--- config.mk ---
export PLATFORM = sky130hd
export DESIGN_NAME = sync_fifo_param
export DESIGN_NICKNAME = d
export VERILOG_FILES = /design/src/rtl/fifo_pkg.sv /design/src/rtl/fifo_mem_dp.sv /design/src/rtl/sync_fifo_param.sv
export SDC_FILE = /design/constraint.sdc
export NUM_CORES = 1
export LEC_CHECK = 0
export ABC_AREA = 1
export CAP_MARGIN = 25
export CORE_MARGIN = 5
export CORE_UTILIZATION = 55
export DETAILED_ROUTE_END_ITERATION = 7
export GPL_TIMING_DRIVEN = 0
export PLACE_DENSITY = 0.76
export SLEW_MARGIN = 20
export SYNTH_ARGS = -nofsm -noshare
export SYNTH_HDL_FRONTEND = slang
export SYNTH_SLANG_ARGS = --single-unit
--- constraint.sdc ---
create_clock -name clk -period 2.5 [get_ports clk]
set_clock_uncertainty 0.2 [all_clocks]
set_input_delay 0.5 -clock clk [delete_from_list [all_inputs] [get_ports clk]]
set_output_delay 0.5 -clock clk [all_outputs]
set_load 0.1 [all_outputs]
--- src/rtl/fifo_pkg.sv ---
// Shared definitions for the single-clock FIFO family: read-mode constants
// and width helpers used by every FIFO variant and its storage.
package fifo_pkg;

    localparam int FIFO_MODE_STD  = 0;
    localparam int FIFO_MODE_FWFT = 1;

    // Pointer width for a given depth (at least one bit so a port always exists).
    function automatic int fifo_addr_w(input int depth);
        return (depth > 1) ? $clog2(depth) : 1;
    endfunction

    // Occupancy counter width: one extra bit so the value DEPTH is representable.
    function automatic int fifo_cnt_w(input int depth);
        return fifo_addr_w(depth) + 1;
    endfunction

endpackage

--- src/rtl/fifo_mem_dp.sv ---
// FIFO storage: DATA_WIDTH x DEPTH register array with one synchronous write
// port and one asynchronous (combinational) read port. No reset: contents are
// only ever observed after having been written.
module fifo_mem_dp
    import fifo_pkg::*;
#(
    parameter int DATA_WIDTH = 8,
    parameter int DEPTH      = 8,
    parameter int ADDR_W     = fifo_addr_w(DEPTH)
) (
    input  logic                  clk,
    input  logic                  we,
    input  logic [ADDR_W-1:0]     waddr,
    input  logic [DATA_WIDTH-1:0] wdata,
    input  logic [ADDR_W-1:0]     raddr,
    output logic [DATA_WIDTH-1:0] rdata
);

    logic [DATA_WIDTH-1:0] mem_q [DEPTH];

    // Store the write word at the write address on an enabled edge.
    always_ff @(posedge clk) begin
        if (we) begin
            mem_q[waddr] <= wdata;
        end
    end

    assign rdata = mem_q[raddr];

endmodule

--- src/rtl/sync_fifo_param.sv ---
// Parametrised single-clock FIFO with occupancy count, almost-full/empty
// thresholds, overflow/underflow pulses and a selectable read mode
// (registered read, or first-word-fall-through).
module sync_fifo_param
    import fifo_pkg::*;
#(
    parameter int DATA_WIDTH = 8,
    parameter int DEPTH      = 8,
    parameter int AF_LEVEL   = DEPTH - 2,
    parameter int AE_LEVEL   = 2,
    parameter int FWFT       = FIFO_MODE_STD,
    localparam int ADDR_W    = fifo_addr_w(DEPTH),
    localparam int CNT_W     = fifo_cnt_w(DEPTH)
) (
    input  logic                  clk,
    input  logic                  rst,
    input  logic                  wr_en,
    input  logic [DATA_WIDTH-1:0] wdata,
    input  logic                  rd_en,
    output logic [DATA_WIDTH-1:0] rdata,
    output logic                  valid,
    output logic                  empty,
    output logic                  full,
    output logic                  almost_empty,
    output logic                  almost_full,
    output logic [CNT_W-1:0]      count,
    output logic                  overflow,
    output logic                  underflow
);

    localparam logic [ADDR_W-1:0] PTR_ONE   = ADDR_W'(1);
    localparam logic [CNT_W-1:0]  CNT_ONE   = CNT_W'(1);
    localparam logic [CNT_W-1:0]  CNT_ZERO  = CNT_W'(0);
    localparam logic [CNT_W-1:0]  CNT_DEPTH = CNT_W'(DEPTH);
    localparam logic [CNT_W-1:0]  CNT_AF    = CNT_W'(AF_LEVEL);
    localparam logic [CNT_W-1:0]  CNT_AE    = CNT_W'(AE_LEVEL);

    logic [ADDR_W-1:0]     wr_ptr_q, wr_ptr_d;
    logic [ADDR_W-1:0]     rd_ptr_q, rd_ptr_d;
    logic [CNT_W-1:0]      count_q, count_d;
    logic                  overflow_q, underflow_q;
    logic                  empty_s, full_s;
    logic                  wr_acc_s, rd_acc_s, mem_we_s;
    logic [DATA_WIDTH-1:0] mem_rdata_s;

    // All status flags are decoded straight from the count register so they
    // move in the same cycle as the count.
    assign empty_s  = (count_q == CNT_ZERO);
    assign full_s   = (count_q == CNT_DEPTH);
    assign wr_acc_s = wr_en & ~full_s;
    assign rd_acc_s = rd_en & ~empty_s;
    // Keep the array quiet while reset is held.
    assign mem_we_s = wr_acc_s & rst;

    fifo_mem_dp #(
        .DATA_WIDTH (DATA_WIDTH),
        .DEPTH      (DEPTH),
        .ADDR_W     (ADDR_W)
    ) u_mem (
        .clk   (clk),
        .we    (mem_we_s),
        .waddr (wr_ptr_q),
        .wdata (wdata),
        .raddr (rd_ptr_q),
        .rdata (mem_rdata_s)
    );

    // Next-state pointers and occupancy from the accepted read/write pair.
    always_comb begin
        wr_ptr_d = wr_ptr_q;
        rd_ptr_d = rd_ptr_q;
        count_d  = count_q;
        if (wr_acc_s) begin
            wr_ptr_d = wr_ptr_q + PTR_ONE;
        end else begin
            wr_ptr_d = wr_ptr_q;
        end
        if (rd_acc_s) begin
            rd_ptr_d = rd_ptr_q + PTR_ONE;
        end else begin
            rd_ptr_d = rd_ptr_q;
        end
        case ({wr_acc_s, rd_acc_s})
            2'b10:   count_d = count_q + CNT_ONE;
            2'b01:   count_d = count_q - CNT_ONE;
            default: count_d = count_q;
        endcase
    end

    // Pointer, count and error-pulse registers; rejected requests only pulse.
    always_ff @(posedge clk or negedge rst) begin
        if (!rst) begin
            wr_ptr_q    <= {ADDR_W{1'b0}};
            rd_ptr_q    <= {ADDR_W{1'b0}};
            count_q     <= CNT_ZERO;
            overflow_q  <= 1'b0;
            underflow_q <= 1'b0;
        end else begin
            wr_ptr_q    <= wr_ptr_d;
            rd_ptr_q    <= rd_ptr_d;
            count_q     <= count_d;
            overflow_q  <= wr_en & full_s;
            underflow_q <= rd_en & empty_s;
        end
    end

    generate
        if (FWFT == FIFO_MODE_FWFT) begin : g_fwft
            // Head word is presented continuously; zero while empty.
            assign rdata = empty_s ? {DATA_WIDTH{1'b0}} : mem_rdata_s;
            assign valid = ~empty_s;
        end else begin : g_std
            logic [DATA_WIDTH-1:0] rdata_q;
            logic                  valid_q;

            // Registered read: capture the head word on an accepted read.
            always_ff @(posedge clk or negedge rst) begin
                if (!rst) begin
                    rdata_q <= {DATA_WIDTH{1'b0}};
                    valid_q <= 1'b0;
                end else if (rd_acc_s) begin
                    rdata_q <= mem_rdata_s;
                    valid_q <= 1'b1;
                end else begin
                    valid_q <= 1'b0;
                end
            end

            assign rdata = rdata_q;
            assign valid = valid_q;
        end
    endgenerate

    assign empty        = empty_s;
    assign full         = full_s;
    assign almost_empty = (count_q <= CNT_AE);
    assign almost_full  = (count_q >= CNT_AF);
    assign count        = count_q;
    assign overflow     = overflow_q;
    assign underflow    = underflow_q;

endmodule

==> metrics.md, run 1 <==
| Metric | Value |
|---|---|
| Status | finished, final reports clean |
| CTS root buffer | clkbuf_8 |
| GR Overflow Total | 0 |
| Fin crit share | 96.6% |
| First-pass GRT wire length | 12.5 mm |
| Post-synthesis sequential area ratio | 69.5% |
| WL final | 7.58 mm |
| HP Class | primary input to asynchronous set/reset pin |
| Adder-Cell Fraction of Synth Area | 1.42% |
| Req. time, crit path | 1.80 ns |
| Post-synthesis compound-gate area fraction | 8.99% |
| Core Rows | 29 |
| Total GRT Usage | 19.9% |
| Critical Path AT | 1.72 ns |
| Max-slew violations | 0 |
| Dpl cell area | 0.00397 mm^2 |
| I/O Buffers | 30 |
| Crit path from | count[0] |
| # IOs | 31 |
| Diodes inserted | 0 |
| RSZ-0062 raised after global routing | false |
| Share of cells above drive strength 1 | 15.5% |
| Cts hold-fix bufs | 0 |
| Register-to-Register Path Depth | 13 |
| Die footprint | 0.00810 mm^2 |
| DPL Wire Length | 4.99 mm |
| Fin. Hold Viols | 0 |
| Cell Count, Final, Fillers Out | 425 |
| CTS H-tree lvls | 3 |
| Simple-gate share of the synthesized area | 14.3% |
| Placer Congestion | 0.819 |
| Synth Register Bits | 85 |
| CTS Buf Count | 9 |
| Starting Density | 56.1% |
| Largest net degree at the start of global routing | 24 |
| Post-Synthesis Cells | 301 |
| Final min period | 2.42 ns |
| Netlist cell types | 24 |
| Synth Area per Inst | 11.7 um^2 |
| Reg-to-Reg Start | count[2] |
| Post-synthesis mux area share | 0% |
| Post-Synthesis Cell Area | 0.00352 mm^2 |
| Core area | 0.00628 mm^2 |
| Max-Slew Margin vs Limit | 34.5% |
| Startpoint type of the worst setup path | flip-flop |
| Drt first pass iters | 4 |
| Final setup fails | 0 |
| Clock-pin slew on the worst setup and hold paths | 0.09 ns |
| Vias | 2,367 |
| Vias/cell | 5.57 |
| Worst-Margin Slew | 0.986 ns |
| Synth Warn # | 0 |
| Fin area | 0.00416 mm^2 |
| Post-Place Cells | 409 |
| Vert. Die Dim | 90.0 um |
| Final ANT Viol Nets | 0 |
| Clock tree sinks | 85 |
| Nets | 359 |
| Width of the die | 90.0 um |
| Wire per inst | 17.8 um |
| PnR worst setup slack | 0.0849 ns |
| WS Path Type | flip-flop to primary output |
| Crit. End Element | primary output |
| Vias in the first global route | 2,386 |
| Area grow syn2layout | 18.0% |
| Number of DRC markers in iteration 0 | 244 |
| Initial antenna violation count | 0 |
| Largest fanout on the critical path | 6 |
| Post-Syn Nets | 317 |
| Clk buf depth | 2 |
| Post-Synth XOR/XNOR Area | 1.74% |
| Fmax | 414 MHz |
| Setup WS pre-CTS | -0.833 ns |
| # DRC | 0 |
| CTS tree | done |
| Largest family of logic cells by synthesized area | simple AND/OR/NAND/NOR gates |
| Clk_lat worst skew | 0.36 ns |
| Max-Cap Viols | 0 |
[what timing repair did]
item	4_1_cts	5_1_grt
cloned	0	0
gates resized for setup	37	6
endpoints found under the hold margin	0	0
setup endpoints to repair	83	25
buffers inserted	0	0
[Yosys cell counts, drive strengths merged]
cell type	count	area share [%]
xor2	4	0.99
xnor2	3	0.75
nand4	1	0.18
o21ai	34	4.8
edfxtp	64	55
inv	16	1.7
clkinv	1	0.11
and2	1	0.18
nor2	58	6.3
clkbuf	1	0.14
o211ai	16	3.4
a21oi	3	0.75
dfrtp	21	15
buf	12	2.1
nor3	4	0.57
nand2	42	4.8
nand3	16	2.3
ha	4	1.4
[worst paths after layout]
check,end,slack [ns]
setup / recovery,full,0.08
max in group asynchronous,count[2],1.67
hold reg to reg,rdata[3],0.28
hold / removal,rdata[3],0.007
setup reg to reg,count[2],0.17
min in group clk,rdata[3],0.28
[layout make-up]
type | instances | area, um^2
Fill cell | 480 | 2120
Sequential cell | 85 | 2460
Tap cell | 77 | 96.3
Clock inverter | 6 | 71.3
Clock buffer | 10 | 128
Timing Repair Buffer | 31 | 277
Inverter | 17 | 63.8
Multi-Input combinational cell | 186 | 978
Buffer | 13 | 83.8
[stage by stage]
| step | utilization [%] | hold slack (ns) | setup TNS (ns) |
|---|---|---|---|
| 5_1_grt | 66.2 | 0.0553 | 0 |
| 3_3_place_gp | 62.7 | 0.265 | -58.27 |
| 2_1_floorplan | - | 0.00441 | 0 |
| 6_report | 66.2 | 0.00728 | 0 |
| 3_5_place_dp | 63.2 | 0.266 | -49.61 |
| 4_1_cts | 65.9 | 0.0248 | 0 |
[layout by cell type, fill, tap and decap left out, types with 3 or more instances in the layout]
cell,count
nor3_2,3
buf_2,9
dlygate4sd2_1,15
o21ai_0,34
buf_4,6
xor2_1,4
clkdlybuf4s50_1,10
dfrtp_1,17
nor2_1,52
ha_1,3
o211ai_1,16
inv_1,15
xnor2_1,3
nand3_1,16
nand2_1,40
clkbuf_8,9
edfxtp_1,64
nor2_2,5
[critical path: stages, from the launching register on]
cell and delay (ns):
dfrtp_4 0.52, nor2_2 0.23, nand2_2 0.13, inv_1 0.06, buf_2 0.41
[cells by family after synthesis]
family / Yosys count
DFF: 85
buffers and inverters: 30
xor gates and xnor gates: 7
AOI/OAI and AO/OA: 53
and+or+nand+nor: 122
adders and majority gates: 4
[metal layers]
metal	vias to the layer above	track usage, %	share of wire (%)
met5	-	0	0
met4	0	9.18	2.1
met3	19	4.67	7.3
met2	83	30.7	49
met1	1136	26.9	42
li1	1129	-	-
[flip-flops by register name, summed over array words and instances, names as in the netlist]
| name | flops |
|---|---|
| wr_ptr_q | 3 |
| rdata | 8 |
| underflow | 1 |
| valid | 1 |
| rd_ptr_q | 3 |
| overflow | 1 |
| u_mem.mem_q | 64 |
| count | 4 |
Power of run 1 is not shown: default switching activity piles up to over one toggle a cycle in this logic, so the estimate is an artifact.
==> inputs of run 2 (changes only) <==
CTS_BUF_LIST = sky130_fd_sc_hd__clkbuf_16   (was not set)
==> run 2 against run 1 <==
Effect of this change: flip-flop and latch count did not move; die area did not move; worst hold slack improved by 0.032 ns; critical path depth rose by 8; final cell count did not move; worst setup slack improved by 0.022 ns; register-to-register slack got worse by 0.03 ns; non-clock buffer count did not move; largest cell class unchanged.
==> metrics.md, run 2 (same netlist as run 1, synthesis figures left out) <==
| Metric | Value |
|---|---|
| Final core occ | 67.8% (+1.7 points) |
| Max-Slew Margin vs Limit | 34.3% (-0.22 points) |
| Setup TNS | 0 ns (unchanged) |
| Fin crit share | 95.7% (-0.90 points) |
| Max-slew violations | 0 (unchanged) |
| Nets | 359 (unchanged) |
| Max-Cap Viols | 0 (unchanged) |
| Vias | 2,387 (+0.84%) |
| Most common cell after layout, fill and taps aside | edfxtp_1 |
| Clk_lat worst skew | 0.34 ns (-0.02 ns) |
| Placer Congestion | 0.819 (unchanged) |
| I/O Buffers | 30 (unchanged) |
| Register-to-Register Path Depth | 7 (-6) |
| Largest fanout on the critical path | 11 (+5) |
| Fmax | 418 MHz (+0.94%) |
| Worst-Margin Slew | 0.989 ns (+0.00335 ns) |
| Setup WS pre-CTS | -0.833 ns (unchanged) |
| Vias/cell | 5.62 (+0.84%) |
| Share of cells above drive strength 1 | 14.9% (-0.57 points) |
| Commonest cells after routing, fill and taps aside | 64 x edfxtp_1, 54 x nor2_1, 40 x nand2_1, 34 x o21ai_0, 17 x dfrtp_1 |
| CTS H-tree lvls | 3 (unchanged) |
| # DRC | 0 (unchanged) |
| WS Path Type | primary input to flip-flop |
| PnR worst setup slack | 0.107 ns (+0.0224 ns) |
| Cts hold-fix bufs | 0 (unchanged) |
| Status | finished, final reports clean |
| CTS tree | done |
| Critical Path AT | 2.41 ns (+0.69 ns) |
| Initial antenna violation count | 0 (unchanged) |
| Final ANT Viol Nets | 0 (unchanged) |
| Number of flip-flops in the largest register | 64 (unchanged) |
| GR Overflow Total | 0 (unchanged) |
| FF-to-FF End | u_mem.mem_q[3][2] |
| Vert. Die Dim | 90.0 um (unchanged) |
| Final setup fails | 0 (unchanged) |
| Starting Density | 56.1% (unchanged) |
| Final min period | 2.39 ns (-0.0224 ns) |
| HP Class | primary input to asynchronous set/reset pin |
| Clock-pin slew on the worst setup and hold paths | 0.06 ns (-0.03 ns) |
| Startpoint type of the worst setup path | primary input |
| CTS Buf Count | 9 (unchanged) |
| Width of the die | 90.0 um (unchanged) |
| Fin. Hold Viols | 0 (unchanged) |
| Post-Place Cells | 409 (unchanged) |
| RSZ-0062 raised after global routing | true |
| WL final | 7.59 mm (about the same) |
| CTS root buffer | clkbuf_16 |
| Clock tree sinks | 85 (unchanged) |
| Postcts setup bufs | 0 (unchanged) |
| Req. time, crit path | 2.52 ns (+0.72 ns) |
| Number of DRC markers in iteration 0 | 197 (-19%) |
| Cell Count, Final, Fillers Out | 425 (unchanged) |
| Clk buf depth | 2 (unchanged) |
| Crit. End Element | flip-flop |
| Core Rows | 29 (unchanged) |
| DPL Wire Length | 4.99 mm (unchanged) |
| Largest net degree at the start of global routing | 24 (unchanged) |
| Total GRT Usage | 19.9% (-0.036 points) |
| Core area | 0.00628 mm^2 (unchanged) |
| # IOs | 31 (unchanged) |
| Reg-to-Reg Start | count[3] |
| Drt first pass iters | 5 (+1) |
| Wire per inst | 17.9 um (about the same) |
| Diodes inserted | 0 (unchanged) |
| Vias in the first global route | 2,385 (-0.042%) |
| Reg2reg setup slack | 0.14 ns (-0.03 ns) |
| First-pass GRT wire length | 12.5 mm (-0.22%) |
| Die footprint | 0.00810 mm^2 (unchanged) |
| Area grow syn2layout | 20.9% |
| Reg with most FFs | u_mem.mem_q |
run 2: changes by cell type in the layout (fill, tap and decap cells not counted), sizes merged:
cell | previous run | this run
clkbuf | 11 | 10
dlygate4sd2 | 15 | 13
dlymetal6s2s | 0 | 2
inv | 18 | 19
run 2: cell type report:
cell class              instances  area (um^2)
repair buffers                 31          284
inverters                      17         63.8
fillers                       462         2020
multi-input cells             186          973
clock buffers                   9          225
plain buffers                  13         83.8
clock inverters                 7         75.1
well taps                      77         96.3
flip-flops and latches         85         2460
run 2: worst max-delay path: stages:
cell             delay, ns
clkdlybuf4s50_1       0.45
inv_1                 0.07
a21oi_4               0.24
buf_6                 0.21
ha_2                  0.25
nand2_1               0.08
and2_1                0.16
ha_1                  0.17
inv_1                 0.07
nand3_1               0.07
nand3_1               0.09
nand2_1               0.06
run 2: timing repair:
action	4_1_cts	5_1_grt
setup endpoints to repair	81	21
gates resized for setup	35	6
endpoints found under the hold margin	0	0
run 2: routing by layer:
metal  wire (um)  vias to the layer above  GRT usage [%]
met5           0                        -              0
met3         643                       13           5.26
met2        3710                      112           31.0
met4         129                        0           7.57
met1        3110                     1131           26.9
li1            -                     1131              -
run 2: per-stage QoR:
stage / instance area [um^2] / hold slack (ns)
2_1_floorplan: 3540 / 0.00441
3_5_place_dp: 3970 / 0.266
5_1_grt: 4260 / 0.0936
3_3_place_gp: 3940 / 0.265
6_report: 4260 / 0.0396
4_1_cts: 4240 / 0.0532
run 2: worst max path at each step:
| stage | from | to | slack (ns) | cells past startpoint |
|---|---|---|---|---|
| final | rd_en | count[2] | 0.11 | 12 |
| after floorplan | count[3] | almost_full | 0.01 | 2 |
| after global routing | count[3] | u_mem.mem_q[1][7] | -0.02 | 7 |
| after detailed placement | rst | u_mem.mem_q[5][6] | -0.83 | 3 |
| after CTS | valid | valid | 0.006 | 1 |
| after global placement | rst | u_mem.mem_q[4][6] | -1.18 | 3 |
Power of run 2 is left out for the same reason.
